===== src/rtl/edge_shift_data_path.sv =====
// Six-stage, 32-bit word shift register feeding the edge detector window.
// All stages are visible in parallel; window_valid flags a full window since reset.
module edge_shift_data_path (
  input  logic        clk,
  input  logic        rst,
  input  logic        write_en,
  input  logic [31:0] data_in,
  output logic [31:0] w0,
  output logic [31:0] w1,
  output logic [31:0] w2,
  output logic [31:0] w3,
  output logic [31:0] w4,
  output logic [31:0] w5,
  output logic        window_valid
);

  localparam int unsigned DEPTH = 6;
  localparam logic [2:0]  FILL_FULL = 3'd6;

  logic [31:0] s_q [DEPTH];
  logic [31:0] s_d [DEPTH];
  logic [2:0]  fill_q;
  logic [2:0]  fill_d;

  // Reset wins over write; a write shifts every stage one step toward s5.
  always_comb begin
    s_d    = s_q;
    fill_d = fill_q;
    if (rst) begin
      for (int i = 0; i < DEPTH; i++) s_d[i] = '0;
      fill_d = '0;
    end else if (write_en) begin
      s_d[0] = data_in;
      for (int i = 1; i < DEPTH; i++) s_d[i] = s_q[i-1];
      if (fill_q != FILL_FULL) fill_d = fill_q + 3'd1;
    end
  end

  always_ff @(posedge clk) begin
    s_q    <= s_d;
    fill_q <= fill_d;
  end

  assign w0 = s_q[0];
  assign w1 = s_q[1];
  assign w2 = s_q[2];
  assign w3 = s_q[3];
  assign w4 = s_q[4];
  assign w5 = s_q[5];

  // Decoded directly from the registered counter, so no input-to-output path.
  assign window_valid = (fill_q == FILL_FULL);

endmodule


===== config.mk =====
export PLATFORM = sky130hd
export DESIGN_NAME = edge_shift_data_path
export DESIGN_NICKNAME = d
export VERILOG_FILES = /design/src/rtl/edge_shift_data_path.sv
export SDC_FILE = /design/constraint.sdc
export NUM_CORES = 1
export LEC_CHECK = 0
export ABC_AREA = 1
export ABC_CLOCK_PERIOD_IN_PS = 1040
export CAP_MARGIN = 15
export CORE_MARGIN = 4
export CORE_UTILIZATION = 43
export CTS_BUF_LIST = sky130_fd_sc_hd__clkbuf_8
export DETAILED_ROUTE_END_ITERATION = 8
export PLACE_DENSITY_LB_ADDON = 0.15
export SYNTH_ARGS = -nofsm -noshare
export SYNTH_HDL_FRONTEND = slang
export SYNTH_SLANG_ARGS = --single-unit

===== constraint.sdc =====
create_clock -name clk -period 1.04 [get_ports clk]
set_clock_uncertainty 0.05 [all_clocks]
set_input_delay 0.208 -clock clk [delete_from_list [all_inputs] [get_ports clk]]
set_output_delay 0.208 -clock clk [all_outputs]
set_load 0.02 [all_outputs]

### After elaboration in Yosys (flattened, before gate mapping)

Cells that the tools add are included.

* add/sub/neg operators: 1
* $mul: 0
* div/mod/pow operators: 0
* $lt $le $gt $ge: 0
* equal/unequal tests: 2
* shifts and indexed selects: 0
* muxes and demuxes: 0
* bitwise operators: 0
* reductions and logical operators: 1

Operators with widths (number)
* $add 3x1->3 const B: 1
* $eq 3x3->1 const B: 1
* $ne 3x3->1 const B: 1
* $reduce_and 2->1: 1

* bits in registers: 195
* bits in latches: 0
* RAM bits: 0
* ROM bits: 0
* input port bits: 35
* output and inout bits: 193
* logic and storage cells: 11
* memories kept: 0

### Logic depth before layout (Yosys ltp)

* depth in word-level cells: 2
* mapped depth: 7
* gate-level depth less buffers: 6

### Worst setup path after synthesis

OpenSTA, ideal clock, no wires.

* path kind: register to output
* start point: reg fill_q[0]
* end point: out window_valid
* arrival time: 823 ps
* required time: 782 ps
* path slack: -41 ps
* stages on the path, launching flop included: 5
* path buffers: 0
* cells stage by stage: dfxtp_1 -> inv_1 -> ha_1 -> nand2_1 -> inv_1

* cells in the longest elaborated chain, start to end: 1

RTL lines
* start: declaration: RTL line 22 `logic [2:0] fill_q;`
* start signal: assignment: RTL line 41 `fill_q <= fill_d;`
* $eq 3x3->1: RTL line 52 `assign window_valid = (fill_q == FILL_FULL);`
* end: declaration: RTL line 14 `output logic window_valid`

Every way passes these cells.

### Worst setup path after layout

Ends and elaborated chain as after synthesis.

==> impl_metrics.tcl <==
set metrics [dict create \
    wl_per_cell_um 14.7 \
    yosysMostFrequentCell "nor2_1" \
    num_rows 45 \
    violations "setup timing" \
    start_util 0.445 \
    tritoncts "done" \
    syn_nets 895 \
    worstMarginPinSlew_ns 0.499 \
    drtIter0Drc 533 \
    timing.hold.ws_ns 0.178 \
    ys_top_cells_by_area "dfxtp_1 57%, nor2_1 21%, o21ai_0 14%" \
    grt_pass1_vias 6530 \
    postSynth.asyncResetShare 0 \
    max-slew-margin-rel 0.667 \
    num_vias 6890 \
    p_leak_nw 5.45 \
    hold_path.class "in -> reg" \
    layout_setup_ws_ns -0.455 \
    wirelength_mm 21.5 \
    clkTransAtPathRegs_ns 0.10 \
    stdcell_area_sq_mm 0.0116 \
    cp_cell_sequence "inv_2 > ha_4 > nand2_4 > inv_2 > buf_6" \
    status "finished, violations left" \
    finalHoldViolations 0 \
    vias_per_cell 4.71 \
    grt_overflow 0 \
    setup_violations 196 \
    drive_gt1_frac 0.502 \
    cp-end-kind "output port" \
    worst_setup_path_start_kind "flip-flop" \
    yosys.area.top_type "dfxtp_1" \
    path_max_fanout 2 \
    ys.flop_type "dfxtp_1" \
    slowest_delay_ns 0.35 \
    period_share 1.44 \
    grtUsageTotal 0.232 \
    synth_cells 858 \
    ant_nets 0 \
    crit_type "reg -> out" \
    rsz0062_at_grt "yes" \
    synth_commonest_cells "389 x nor2_1, 195 x dfxtp_1, 192 x o21ai_0" \
    cts_buffers 17 \
    antennaDiodeCount 0 \
    fmax_mhz 669 \
    netlist_area_sq_mm 0.00684 \
    drv_cap 0 \
    crit_top_cell "inv_2" \
    clock_sinks 195 \
    dpl.hpwl_mm 14.2 \
    slowest_stage "dfxtp_2" \
    ys_seq_elements 195 \
    antenna_found_initial 0 \
    clk_path_buf_depth 2 \
    rrSetupSlack_ns -0.04 \
    ios 228 \
    p_per_area_mw_per_mm2 1510 \
    synth_top_area_share 0.571 \
    yosysUniqueCellTypes 14 \
    dieArea_sq_mm 0.0180 \
    yosys_warnings 0 \
    yosysSeqAreaShare 0.571 \
    nets 1276 \
    htree_num_levels 4 \
    cp_data_required_time_ns 0.78 \
    slew_violations 0 \
    irDropWorstVdd_uv 791 \
    period_needed_ns 1.50 \
    worst_r2r_path_depth 7 \
    dr.pass1.iters 5 \
    grt_max_degree 59 \
    fillerInstances 1149 \
    placed_cell_area_sq_mm 0.0105 \
    insertion_delay_ns 0.46 \
    place.gp.congestion 0.854 \
    drc 0 \
    grt_pass1_wl_mm 33.8 \
    synthToLayoutAreaGrowth_pct 69.7 \
    avgSynthCellArea_sq_um 7.97 \
    whs_path_depth 4 \
    arrival_ns 1.24 \
    cts_root_buf "clkbuf_8" \
    die-height_um 134 \
    core_area_sq_mm 0.0154 \
    die_w_um 134 \
    synth-edff-count 0 \
    setup_tns_ns -26.61 \
    io_buffers 227 \
]
-- flip-flops by register name, indices dropped and copies added, names as in the netlist --
name and cells:
w0 32, w1 32, w2 32, w3 32
w4 32, w5 32, fill_q 3
-- layer usage --
| layer | part of all wire | track usage |
|---|---|---|
| met5 | 0 | 0 |
| met1 | 0.44 | 0.312 |
| met4 | 0.028 | 0.0820 |
| met2 | 0.45 | 0.353 |
| met3 | 0.079 | 0.0769 |
-- where the power goes --
group	leakage [nW]	total (mW)	internal (mW)	switching [mW]
registers	1.68	8.39	8.04	0.343
clock network	0.218	5.44	2.72	2.73
logic	3.56	3.72	1.90	1.82
total	5.45	17.6	12.7	4.89
-- critical path, delay by kind of cell, from the launching register on --
kind,cells,cell delay (ns)
flip-flops,1,0.35
buffers and inverters,3,0.21
adder cells (fa/ha/maj),1,0.16
AND/OR/NAND/NOR,1,0.06
-- worst paths after layout --
check,from,end
worst min register to register,w5[12]$_SDFFE_PP0P_,w5[12]$_SDFFE_PP0P_
worst max-delay path,fill_q[0]$_SDFFE_PP0P_,window_valid
worst min-delay path,write_en,w2[3]$_SDFFE_PP0P_
worst max register to register,fill_q[0]$_SDFFE_PP0P_,fill_q[0]$_SDFFE_PP0P_
-- per-stage QoR --
| step | power (mW) | setup slack, ns | util | cells |
|---|---|---|---|---|
| 2_1_floorplan | 9.90 | 0.0157 | - | 858 |
| 3_3_place_gp | 11.8 | -0.462 | 0.682 | 1413 |
| 3_5_place_dp | 11.9 | -0.489 | 0.682 | 1413 |
| 4_1_cts | 17.6 | -0.471 | 0.750 | 1458 |
| 5_1_grt | 18.3 | -0.518 | 0.755 | 1463 |
| 6_report | 17.6 | -0.455 | 0.755 | 1463 |
-- kinds of logic after synthesis --
logic type / synth area share
buffers and inverters: 0.0657
adder cells (fa/ha/maj): 0.00366
flip-flops: 0.571
AND/OR/NAND/NOR: 0.218
AO/OA/AOI/OAI: 0.142
-- cells in the final DEF, fill, tap and decap left out --
| master | instances |
|---|---|
| dfxtp_1 | 1 |
| nor2_1 | 389 |
| clkdlybuf4s50_1 | 33 |
| clkinv_2 | 2 |
| dfxtp_2 | 193 |
| clkbuf_16 | 1 |
| buf_4 | 185 |
| ha_4 | 1 |
| inv_2 | 2 |
| o21ai_0 | 190 |
| a21oi_2 | 2 |
| nand2_1 | 5 |
| nand3_2 | 1 |
| inv_1 | 2 |
| ha_2 | 1 |
| clkbuf_8 | 18 |
| buf_12 | 12 |
| inv_8 | 1 |
| nand2_4 | 1 |
| inv_6 | 4 |
| bufinv_16 | 4 |
| o21ai_1 | 2 |
| dfxtp_4 | 1 |
| clkinvlp_4 | 3 |
| nand3_1 | 1 |
| buf_6 | 194 |
| clkinv_4 | 2 |
| buf_16 | 1 |
-- area by class of cell --
class | count | area [sq um] | area share
Timing Repair Buffer | 426 | 4200 | 0.361
Sequential cell | 195 | 4150 | 0.357
Multi-Input combinational cell | 593 | 2520 | 0.217
Tap cell | 211 | 264 | 0.0227
Clock buffer | 18 | 248 | 0.0213
Clock inverter | 14 | 199 | 0.0171
Inverter | 6 | 32.5 | 0.00280
-- what timing repair did --
item / 4_1_cts / 5_1_grt
setup buffers: 13 / 5
hold buffers: 0 / 0
cloned: 0 / 1
gates resized for setup: 1364 / 9
pin swaps: 2 / 2
setup endpoints to repair: 195 / 200
Note: power is estimated with default switching activity, not from simulation.
